$ cat src/rtl/ping_scheduler_if.sv
// Control and result-record bundle between ping_scheduler and the RF front end / UART dump path.
// master = the scheduler, slave = the environment that drives start, echoes and res_ready.
interface ping_scheduler_if #(
    parameter int N_PINGS = 32,
    parameter int CNT_W   = 16
);
    localparam int HIT_W = $clog2(N_PINGS + 1);
    localparam int SUM_W = CNT_W + HIT_W;

    logic             start;
    logic             busy;
    logic             tx_stb;
    logic             tx_en;
    logic             rx_stb;
    logic             res_valid;
    logic             res_ready;
    logic [HIT_W-1:0] res_hits;
    logic [HIT_W-1:0] res_timeouts;
    logic [SUM_W-1:0] res_sum;
    logic [CNT_W-1:0] res_min;
    logic [CNT_W-1:0] res_max;

    modport master (
        input  start,
        input  tx_en,
        input  rx_stb,
        input  res_ready,
        output busy,
        output tx_stb,
        output res_valid,
        output res_hits,
        output res_timeouts,
        output res_sum,
        output res_min,
        output res_max
    );

    modport slave (
        output start,
        output tx_en,
        output rx_stb,
        output res_ready,
        input  busy,
        input  tx_stb,
        input  res_valid,
        input  res_hits,
        input  res_timeouts,
        input  res_sum,
        input  res_min,
        input  res_max
    );
endinterface

$ cat src/rtl/ping_scheduler.sv
// Burst ping sequencer: fires N_PINGS tx strobes 2^PERIOD_W cycles apart, times echoes, reports stats.
// Define PING_BLANK_EN to also ignore echoes during the first BLANK cycles after each tx_stb.
module ping_scheduler #(
    parameter int PERIOD_W = 12,
    parameter int N_PINGS  = 32,
    parameter int CNT_W    = 16,
    parameter int TIMEOUT  = 4000,
    parameter int BLANK    = 8
) (
    input  logic              clk,
    input  logic              rst,
    ping_scheduler_if.master  bus
);
    localparam int HIT_W = $clog2(N_PINGS + 1);
    localparam int SUM_W = CNT_W + HIT_W;
    localparam int IDX_W = (N_PINGS > 1) ? $clog2(N_PINGS) : 1;

    // The timeout must expire before the period ends so GAP always sees the period wrap.
    generate
        if (N_PINGS < 1 || TIMEOUT < 1 || TIMEOUT >= (2 ** PERIOD_W) - 1 ||
            TIMEOUT > (2 ** CNT_W) - 1 || BLANK < 0) begin : g_bad_cfg
            $error("ping_scheduler: illegal parameter combination");
        end
    endgenerate

    typedef enum logic [2:0] {
        IDLE,
        FIRE,
        WAIT,
        GAP,
        REPORT
    } state_t;

    state_t state;
    state_t state_next;

    logic [PERIOD_W-1:0] period_cnt;
    logic [CNT_W-1:0]    rtt;
    logic [IDX_W-1:0]    idx;
    logic [HIT_W-1:0]    hits;
    logic [HIT_W-1:0]    timeouts;
    logic [SUM_W-1:0]    sum;
    logic [CNT_W-1:0]    min_rtt;
    logic [CNT_W-1:0]    max_rtt;

    logic valid_echo;
    logic timed_out;
    logic period_end;
    logic last_ping;

`ifdef PING_BLANK_EN
    assign valid_echo = bus.rx_stb && !bus.tx_en && (rtt >= CNT_W'(BLANK));
`else
    assign valid_echo = bus.rx_stb && !bus.tx_en;
`endif
    assign timed_out  = (rtt >= CNT_W'(TIMEOUT));
    assign period_end = (period_cnt == '1);
    assign last_ping  = (idx == IDX_W'(N_PINGS - 1));

    always_ff @(posedge clk or posedge rst) begin
        if (rst) begin
            state <= IDLE;
        end else begin
            state <= state_next;
        end
    end

    always_comb begin
        state_next = state;
        unique case (state)
            IDLE: begin
                if (bus.start) begin
                    state_next = FIRE;
                end
            end
            FIRE: begin
                state_next = WAIT;
            end
            WAIT: begin
                if (valid_echo || timed_out) begin
                    state_next = GAP;
                end
            end
            GAP: begin
                if (period_end) begin
                    state_next = last_ping ? REPORT : FIRE;
                end
            end
            REPORT: begin
                if (bus.res_ready) begin
                    state_next = IDLE;
                end
            end
            default: begin
                state_next = IDLE;
            end
        endcase
    end

    // Both counters hold the number of cycles elapsed since the tx_stb cycle, so the
    // edge leaving FIRE loads 1 and an echo seen with rtt=k is exactly k cycles late.
    always_ff @(posedge clk or posedge rst) begin
        if (rst) begin
            period_cnt <= '0;
            rtt        <= '0;
            idx        <= '0;
            hits       <= '0;
            timeouts   <= '0;
            sum        <= '0;
            min_rtt    <= '1;
            max_rtt    <= '0;
        end else begin
            unique case (state)
                IDLE: begin
                    if (bus.start) begin
                        period_cnt <= '0;
                        rtt        <= '0;
                        idx        <= '0;
                        hits       <= '0;
                        timeouts   <= '0;
                        sum        <= '0;
                        min_rtt    <= '1;
                        max_rtt    <= '0;
                    end
                end
                FIRE: begin
                    period_cnt <= PERIOD_W'(1);
                    rtt        <= CNT_W'(1);
                end
                WAIT: begin
                    period_cnt <= period_cnt + PERIOD_W'(1);
                    if (rtt != '1) begin
                        rtt <= rtt + CNT_W'(1);
                    end
                    if (valid_echo) begin
                        hits <= hits + HIT_W'(1);
                        sum  <= sum + SUM_W'(rtt);
                        if (rtt < min_rtt) begin
                            min_rtt <= rtt;
                        end
                        if (rtt > max_rtt) begin
                            max_rtt <= rtt;
                        end
                    end else if (timed_out) begin
                        timeouts <= timeouts + HIT_W'(1);
                    end
                end
                GAP: begin
                    period_cnt <= period_cnt + PERIOD_W'(1);
                    if (period_end && !last_ping) begin
                        idx <= idx + IDX_W'(1);
                    end
                end
                REPORT: begin
                end
                default: begin
                end
            endcase
        end
    end

    assign bus.busy         = (state != IDLE);
    assign bus.tx_stb       = (state == FIRE);
    assign bus.res_valid    = (state == REPORT);
    assign bus.res_hits     = hits;
    assign bus.res_timeouts = timeouts;
    assign bus.res_sum      = sum;
    assign bus.res_min      = min_rtt;
    assign bus.res_max      = max_rtt;

endmodule

$ cat src/flat_wrapper.sv
// flat-port wrapper written by rule: the top's interface ports become plain ports
module ping_scheduler_flat 
#(
    parameter int PERIOD_W = 12,
    parameter int N_PINGS  = 32,
    parameter int CNT_W    = 16,
    parameter int TIMEOUT  = 4000,
    parameter int BLANK    = 8
)
  (clk, rst, bus_start, bus_tx_en, bus_rx_stb, bus_res_ready, bus_busy, bus_tx_stb, bus_res_valid, bus_res_hits, bus_res_timeouts, bus_res_sum, bus_res_min, bus_res_max);
  ping_scheduler_if #(.N_PINGS(N_PINGS), .CNT_W(CNT_W)) bus_i ();
  input  logic clk;
  input  logic rst;
  input wire logic [$bits(bus_i.start)-1:0] bus_start;
  input wire logic [$bits(bus_i.tx_en)-1:0] bus_tx_en;
  input wire logic [$bits(bus_i.rx_stb)-1:0] bus_rx_stb;
  input wire logic [$bits(bus_i.res_ready)-1:0] bus_res_ready;
  output wire logic [$bits(bus_i.busy)-1:0] bus_busy;
  output wire logic [$bits(bus_i.tx_stb)-1:0] bus_tx_stb;
  output wire logic [$bits(bus_i.res_valid)-1:0] bus_res_valid;
  output wire logic [$bits(bus_i.res_hits)-1:0] bus_res_hits;
  output wire logic [$bits(bus_i.res_timeouts)-1:0] bus_res_timeouts;
  output wire logic [$bits(bus_i.res_sum)-1:0] bus_res_sum;
  output wire logic [$bits(bus_i.res_min)-1:0] bus_res_min;
  output wire logic [$bits(bus_i.res_max)-1:0] bus_res_max;
  assign bus_i.start = bus_start;
  assign bus_i.tx_en = bus_tx_en;
  assign bus_i.rx_stb = bus_rx_stb;
  assign bus_i.res_ready = bus_res_ready;
  assign bus_busy = bus_i.busy;
  assign bus_tx_stb = bus_i.tx_stb;
  assign bus_res_valid = bus_i.res_valid;
  assign bus_res_hits = bus_i.res_hits;
  assign bus_res_timeouts = bus_i.res_timeouts;
  assign bus_res_sum = bus_i.res_sum;
  assign bus_res_min = bus_i.res_min;
  assign bus_res_max = bus_i.res_max;
  ping_scheduler #(.PERIOD_W(PERIOD_W), .N_PINGS(N_PINGS), .CNT_W(CNT_W), .TIMEOUT(TIMEOUT), .BLANK(BLANK)) u_core (.clk(clk), .rst(rst), .bus(bus_i));
endmodule
$ cat config.mk
export PLATFORM = sky130hd
export DESIGN_NAME = ping_scheduler_flat
export DESIGN_NICKNAME = d
export VERILOG_FILES = /design/src/rtl/ping_scheduler_if.sv /design/src/rtl/ping_scheduler.sv /design/src/flat_wrapper.sv
export SDC_FILE = /design/constraint.sdc
export NUM_CORES = 1
export LEC_CHECK = 0
export BUFFER_PORTS_ARGS = -buffer_cell sky130_fd_sc_hd__buf_2
export CORE_UTILIZATION = 59
export DETAILED_ROUTE_END_ITERATION = 8
export PLACE_DENSITY = 0.79
export SYNTH_ARGS = -nofsm -noshare
export SYNTH_HDL_FRONTEND = slang
export SYNTH_SLANG_ARGS = --single-unit
export TNS_END_PERCENT = 5
$ cat constraint.sdc
create_clock -name clk -period 3.55 [get_ports clk]
set_clock_uncertainty 0.1 [all_clocks]
set_input_delay 0.5325 -clock clk [delete_from_list [all_inputs] [get_ports clk]]
set_output_delay 0.5325 -clock clk [all_outputs]
set_load 0.005 [all_outputs]
======== Yosys cells after proc, flatten, opt, wreduce, memory -nomap -nowiden ========
Cells that the tools add are included.
word-level totals
  bits in registers ....................... 102
  bits in latches ......................... 0
  bits in writable memories ............... 0
  memory bits (read-only) ................. 0
  bits of input ports ..................... 6
  output and inout port bits .............. 69
  word-level logic and storage cells ...... 86
  memories kept ........................... 0
cells by class
  add/subtract/negate cells ............... 6
  $mul .................................... 0
  divide/modulo/power cells ............... 0
  magnitude comparators ................... 3
  equal/unequal tests ..................... 18
  shifts and indexed selects .............. 0
  muxes and demuxes ....................... 30
  bitwise gates (word level) .............. 0
  reduce and logical (&&, ||, !) cells .... 20
operators by type and width
  kind                                                                  count
  two-way mux 16 bit                                                    7
  one-hot mux 16 bit (2 select lines)                                   2
  one-hot mux 16 bit (3 select lines)                                   1
  two-way mux 22 bit                                                    2
  one-hot mux 22 bit (2 select lines)                                   1
  one-hot mux 12 bit (3 select lines)                                   1
  two-way mux 6 bit                                                     4
  one-hot mux 6 bit (2 select lines)                                    2
  adder 22 x 16 -> 22 bit                                               1
  adder 16 x 1 -> 16 bit (second input constant)                        1
  greater-or-equal comparator 16 x 12 -> 1 bit (second input constant)  1
  greater-than comparator 16 bit                                        1
  less-than comparator 16 bit                                           1
  != test 16 bit (second input constant)                                1
  != test 2 x 1 -> 1 bit (second input constant)                        8
  AND reduction 4 bit                                                   4
  two-way mux 3 bit                                                     5
  one-hot mux 3 bit (5 select lines)                                    1
  adder 12 x 1 -> 12 bit (second input constant)                        1
  adder 6 x 1 -> 6 bit (second input constant)                          2
  equality test 12 bit (second input constant)                          1
  two-way mux 12 bit                                                    1
  two-way mux 5 bit                                                     2
  one-hot mux 5 bit (2 select lines)                                    1
  15 further kinds                                                      25

======== Longest topological paths before layout ========
Gate-level depths: netlist of run 1.
  depth after elaboration ................. 5
  mapped depth ............................ 11
  gate-level depth less buffers ........... 10

======== Worst setup path after synthesis of run 1 ========
OpenSTA, ideal clock, no wires.
  path type ............................... reg2reg
  start point ............................. register u_core.rtt[0]
  end point ............................... register u_core.sum[18], in the netlist u_core.bus.res_sum[18]
  setup time .............................. 76 ps
  data arrival time ....................... 2198 ps
  required time ........................... 3374 ps
  path slack .............................. 1176 ps
  stages on the path, launching flop included .. 11
  buffers on the path ..................... 0
  period minus slack after synthesis ...... 2374 ps
  cells stage by stage .................... dfrtp_1 ha_1 inv_1 fa_1 nor2b_1 o2111ai_1 a21oi_1 o31a_1 o211ai_1 a2111o_1 o21ai_1
on the way
  word-level cells in the longest chain between the ends .. 3
RTL lines
  element                              line                   RTL
  start: declaration                   ping_scheduler.sv:38   logic [CNT_W-1:0] rtt;
  start signal: assignment             ping_scheduler.sv:133  rtt <= rtt + CNT_W'(1);
  adder 22 x 16 -> 22 bit              ping_scheduler.sv:137  sum <= sum + SUM_W'(rtt);
  two-way mux 22 bit                   ping_scheduler.sv:135  if (valid_echo) begin
  one-hot mux 22 bit (2 select lines)  ping_scheduler.sv:113  unique case (state)
  end signal: assignment               ping_scheduler.sv:137
  end: declaration                     ping_scheduler.sv:42   logic [SUM_W-1:0] sum;
No other way between the ends. The select of a mux whose other input is x is not followed.
A chain may end at the register's enable or synchronous reset.

======== Final worst setup path of run 1 ========
  start point ............................. register u_core.rtt[5]
  end point ............................... register u_core.max_rtt[1], in the netlist u_core.bus.res_max[1]
on the way
  word-level cells in the longest chain between the ends .. 3
RTL lines
  element                                  line                   RTL
  greater-than comparator 16 bit           ping_scheduler.sv:141  if (rtt > max_rtt) begin
  != test 2 x 1 -> 1 bit (no source line)  n/a
  AND reduction 4 bit (no source line)     n/a
  end signal: assignment                   ping_scheduler.sv:142  max_rtt <= rtt;
  end: declaration                         ping_scheduler.sv:44   logic [CNT_W-1:0] max_rtt;
No other way between the ends.

==> results of run 1 <==
[registers in the layout (all words and copies together), names as in the netlist]
name and flops:
u_core.rtt 16, u_core.idx 5, u_core.bus.res_max 16, u_core.bus.res_sum 22
u_core.bus.res_timeouts 6, u_core.bus.res_hits 6, u_core.state 3, u_core.period_cnt 12
u_core.bus.res_min 16
[worst max-delay path, cell delays in order, from the launching register on]
cell and delay [ns]:
dfrtp_1 0.53, ha_1 0.38, nand4_1 0.13, or4_1 0.55, a31oi_1 0.57, buf_4 0.28, a22o_1 0.15
[layer usage]
layer,vias up,routed length [um],track usage
met2,163,6750,0.449
li1,2353,-,-
met5,-,0,0
met1,2355,6190,0.371
met3,32,816,0.0422
met4,0,405,0.117
[final timing paths]
path,end,slack (ns)
hold reg to reg,u_core.idx[4]$_DFFE_PP0P_,0.42
setup / recovery,u_core.bus.res_max[1]$_DFFE_PP0P_,0.79
setup reg to reg,u_core.bus.res_max[1]$_DFFE_PP0P_,0.79
max in group asynchronous,u_core.bus.res_max[12]$_DFFE_PP0P_,2.46
hold / removal,u_core.idx[2]$_DFFE_PP0P_,0.22
min in group clk,u_core.state[2]$_DFFE_PP0P_,0.23
[cells by family (layout without fill, tap and decap cells)]
| group | count (synthesis) | count (layout) | share of synthesized area |
|---|---|---|---|
| AOI/OAI and AO/OA | 135 | 135 | 0.148 |
| xor gates and xnor gates | 46 | 46 | 0.0660 |
| adders and majority gates | 55 | 55 | 0.114 |
| buffers and inverters | 61 | 139 | 0.0439 |
| DFF | 102 | 102 | 0.421 |
| muxes | 19 | 19 | 0.0340 |
| and+or+nand+nor | 206 | 206 | 0.172 |
[power groups by stage]
stage | sequential [mW] | clock (mW) | combinational, mW
floorplan | 1.34 | 0 | 0.218
global placement | 1.35 | 0 | 0.295
detailed placement | 1.36 | 0 | 0.313
CTS | 1.34 | 0.722 | 0.316
global route | 1.35 | 0.755 | 0.357
finish | 1.34 | 0.708 | 0.312
[layout by cell type, fill, tap and decap left out, drive strengths merged, types with 2 or more instances in the layout]
cell type,netlist,final
o21bai,2,2
o2111ai,2,2
mux2i,5,5
buf,12,83
nor2b,5,5
a211oi,7,7
ha,54,54
o31ai,2,2
o21a,5,5
o21ai,37,37
o211ai,4,4
nor3,8,8
clkinv,0,2
nand2,66,66
nor4,2,2
and2b,2,2
xor2,34,34
and2,5,5
nand3,14,14
or2,2,2
nand2b,5,5
mux2,14,14
a21oi,28,28
and3,14,14
and4,2,2
or4,2,2
a21o,18,18
xnor2,12,12
dfrtp,86,86
or3,2,2
a31oi,2,2
clkbuf,9,13
nor2,50,50
inv,40,40
nand4,22,22
a22o,21,21
dfstp,16,16
nor3b,2,2
[area by class of cell]
cell class                 instances  area (um2)  share of cell area
multi-input combinational        461        3260               0.481
sequential                       102        2570               0.379
timing repair buffer              83         450              0.0663
clock buffer                      13         169              0.0249
tap                              133         166              0.0245
inverter                          40         153              0.0225
clock inverter                     3        17.5             0.00258
[stage by stage]
stage | power (mW) | instance area, um2 | utilization | worst slack [ns]
after floorplan | 1.56 | 6100 | - | 0.268
after global placement | 1.65 | 6610 | 0.667 | 0.942
final | 2.36 | 6790 | 0.685 | 0.793
after global routing | 2.46 | 6790 | 0.685 | 0.664
after detailed placement | 1.67 | 6610 | 0.667 | 0.861
after CTS | 2.38 | 6790 | 0.685 | 0.826
==> impl_metrics.tcl, run 1 <==
set metrics [dict create \
    leakage_nw 3.52 \
    synth_area_leader_cell "dfrtp_1" \
    die_height_um 104 \
    h-tree-depth 3 \
    drt_iter0_markers 278 \
    rr_startpoint "u_core.rtt[5]$_DFFE_PP0P_" \
    synth_area_um2 6100 \
    relSlewSlack 0.264 \
    place_congestion 0.926 \
    ys_seq_area_frac 0.421 \
    yosys_warnings 0 \
    grt_pass1_wl_um 23800 \
    grt_pass1_vias 4878 \
    cp-start-kind "flop" \
    clock_latency_ns 0.37 \
    peakVddDrop_uv 193 \
    synth_top_area_share 0.353 \
    start_util 0.616 \
    intPower_mw 1.72 \
    worstPathArrival_ns 2.97 \
    clock_sinks 102 \
    path_class "flop to flop" \
    yosysMostFrequentCell "dfrtp_1" \
    antenna_found_initial 0 \
    synth_edf_count 0 \
    tns_ns 0 \
    routed-via-count 4903 \
    tightest_slew_ns 1.10 \
    drc 0 \
    fp.dieW_um 104 \
    comb_power_share 0.132 \
    setup.worst_path.start "u_core.rtt[5]$_DFFE_PP0P_" \
    ys_seq_elements 102 \
    place_inst 819 \
    drive_gt1_frac 0.192 \
    wl_per_cell_um 17.0 \
    avgSynthCellArea_um2 9.78 \
    grt_setup_unrepaired "no" \
    drv_cap 0 \
    min_path_type "input port to async pin" \
    diodes 0 \
    fillCellCount 787 \
    synth_ff_type "dfrtp_1" \
    fin_crit_sh 0.777 \
    dieArea_um2 10800 \
    synth_nets 685 \
    p_sw_uw 637 \
    stdcell_count 835 \
    p_per_area_nw_per_um2 347 \
    wirelength_um 14200 \
    cts_buffer_depth 2 \
    drv_slew 0 \
    firstDrtPassIters 5 \
    clkTransAtPathRegs_ns 0.10 \
    p_clk_frac 0.300 \
    grt_max_degree 66 \
    p_seq_frac 0.568 \
    cts_setup_buffers 0 \
    coreArea_um2 9910 \
    ctsResizeCount 0 \
    overflow 0 \
    synth_common_cells "dfrtp_1 (86), nand2_1 (66), ha_1 (54)" \
    place_hpwl_um 10300 \
    reg2reg_depth 6 \
    critical_path.max_fanout 9 \
    syn_inst 624 \
    port_buffers 74 \
    async_flop_share 1.00 \
    hold_buffers 0 \
    min_period_ns 2.76 \
    nNetsFinal 758 \
    num_rows 36 \
    p_sw_frac 0.270 \
    cp-end-kind "flop" \
    hold_violations 0 \
    synth_area_leaders "dfrtp_1 (35%), ha_1 (11%), dfstp_2 (6.9%)" \
    areaGrowthSynthToFinish_pct 11.3 \
    cts_buffers 9 \
    cts_tree "yes" \
    track_usage 0.276 \
    ant_nets 0 \
    worstPathRequired_ns 3.76 \
    whs_ns 0.218 \
    io_pins 75 \
    clockRootBuffer "clkbuf_8" \
    viasPerCell 5.87 \
    run_status "finished clean" \
    fmax_mhz 363 \
    yosysUniqueCellTypes 63 \
    setup_viol 0 \
]
Power figures use the tool's default switching activity.
==> inputs of run 2 (changes only) <==
Settings changed: CORE_UTILIZATION 59 to 53, PLACE_DENSITY 0.79 to 0.75.
Clock period 3.55 ns to 2.5 ns, I/O delays scaled along.
==> impl_metrics.tcl, run 2 (synthesized netlist as in run 1, its figures left out) <==
set metrics [dict create \
    place_inst 855 \
    final_cell_mix "dfrtp_1 (85), buf_2 (74), nand2_1 (66), ha_1 (49), nor2_1 (47)" \
    setup_viol 0 \
    p_sw_uw 949 \
    viasPerCell 5.68 \
    drt_iter0_markers 240 \
    path_class "flop to flop" \
    comb_power_share 0.123 \
    leakage_nw 3.74 \
    dp_slack_ns -0.0342 \
    h-tree-depth 3 \
    fp.dieW_um 109 \
    grt_setup_unrepaired "yes" \
    start_util 0.553 \
    coreArea_um2 11000 \
    run_status "finished with violations" \
    fin_total_pwr_mw 3.97 \
    p_seq_frac 0.476 \
    fillCellCount 890 \
    routed-via-count 4956 \
    ff_latch_area_um2 2570 \
    peakVddDrop_uv 396 \
    clkTransAtPathRegs_ns 0.07 \
    grt_max_degree 48 \
    cts_buffer_depth 2 \
    largest_register_ffs 22 \
    fin_crit_sh 0.994 \
    clock_latency_ns 0.35 \
    p_per_area_nw_per_um2 545 \
    diodes 0 \
    critical_path.max_fanout 4 \
    cts_tree "yes" \
    wl_per_cell_um 16.4 \
    nNetsFinal 788 \
    violations "hold timing" \
    p_clk_frac 0.401 \
    clockRootBuffer "clkbuf_16" \
    grt_pass1_wl_um 23100 \
    worstPathArrival_ns 2.61 \
    place_hpwl_um 10500 \
    min_path_type "input port to async pin" \
    hold_violations 9 \
    drc 0 \
    multi_input_area_um2 3330 \
    antenna_found_initial 0 \
    io_pins 75 \
    overflow 0 \
    p_sw_frac 0.239 \
    post-route-util 0.659 \
    stdcell_count 872 \
    relSlewSlack 0.535 \
    dieArea_um2 12000 \
    drv_cap 0 \
    areaGrowthSynthToFinish_pct 19.1 \
    fmax_mhz 402 \
    intPower_mw 3.02 \
    drive_gt1_frac 0.245 \
    cp-start-kind "flop" \
    cp-end-kind "flop" \
    die_height_um 109 \
    clock_sinks 102 \
    num_rows 38 \
    worst_slack_ns 0.0138 \
    drv_slew 0 \
    tightest_slew_ns 0.697 \
    whs_ns -0.00546 \
    mostFrequentLayoutCell "dfrtp_1" \
    worstPathRequired_ns 2.62 \
    port_buffers 74 \
    firstDrtPassIters 4 \
    cts_buffers 9 \
    ant_nets 0 \
    min_period_ns 2.49 \
    grt_pass1_vias 4759 \
    wirelength_um 14300 \
    place_congestion 0.961 \
    track_usage 0.253 \
]
[run 2: cell count changes in the layout (fill, tap and decap cells not counted), moves of 2 or more]
cell and change:
buf_4 +28, clkbuf_8 -8, clkinv_2 -2, clkbuf_16 +9
ha_1 -5, ha_2 +3, bufinv_16 +2, ha_4 +2
buf_12 +2
[run 2: power by group through the flow]
stage | Sequential, mW | Combinational, mW | Clock (mW)
after floorplan | 1.91 | 0.310 | 0
after global placement | 1.91 | 0.467 | 0
after detailed placement | 1.92 | 0.484 | 0
after CTS | 1.89 | 0.492 | 1.61
after global routing | 1.91 | 0.557 | 1.68
final | 1.89 | 0.488 | 1.59
[run 2: stage by stage]
step           setup TNS, ns  area, um2
2_1_floorplan              0       6110
5_1_grt               -0.159       7270
4_1_cts                    0       7230
6_report                   0       7270
3_5_place_dp         -0.0342       6860
3_3_place_gp               0       6860
[run 2: per-layer routing]
layer / wire [um] / up-vias / GRT usage
met5: 0 / - / 0
met1: 6450 / 2419 / 0.338
li1: - / 2410 / -
met4: 304 / 0 / 0.106
met2: 7040 / 106 / 0.413
met3: 538 / 21 / 0.0344
[run 2: layout make-up]
type	instances	area share
multi-input cells	461	0.457
flip-flops and latches	102	0.354
repair buffers	113	0.0963
clock buffers	13	0.0385
well taps	140	0.0241
inverters	40	0.0212
clock inverters	3	0.00877
[run 2: worst paths after layout]
| path | to | cells past startpoint | start | slack, ns |
|---|---|---|---|---|
| worst max-delay path | u_core.bus.res_sum[16]$_DFFE_PP0P_ | 9 | u_core.rtt[7]$_DFFE_PP0P_ | 0.01 |
| worst min register to register | u_core.idx[4]$_DFFE_PP0P_ | 2 | u_core.idx[4]$_DFFE_PP0P_ | 0.40 |
| worst min-delay path | u_core.bus.res_max[0]$_DFFE_PP0P_ | 2 | rst | -0.005 |
| worst max register to register | u_core.bus.res_sum[16]$_DFFE_PP0P_ | 9 | u_core.rtt[7]$_DFFE_PP0P_ | 0.01 |
| min in group clk | u_core.state[2]$_DFFE_PP0P_ | 2 | bus_res_ready | 0.12 |
| max in group asynchronous | u_core.bus.res_min[0]$_DFFE_PP1P_ | 3 | rst | 1.62 |
[run 2: repair_timing]
action,4_1_cts,5_1_grt
hold buffers,0,0
resized for setup,4,10
setup buffers,1,0
setup endpoints to repair,1,36
pin swaps,2,2
[run 2: worst max-delay path: stages (launching register included)]
cell and delay [ns]:
dfrtp_1 0.47, ha_1 0.34, a21oi_1 0.16, o21ai_0 0.18, and3_1 0.22, o31a_1 0.25, buf_4 0.14, o21a_1 0.20
o2111ai_1 0.19, o211ai_1 0.11
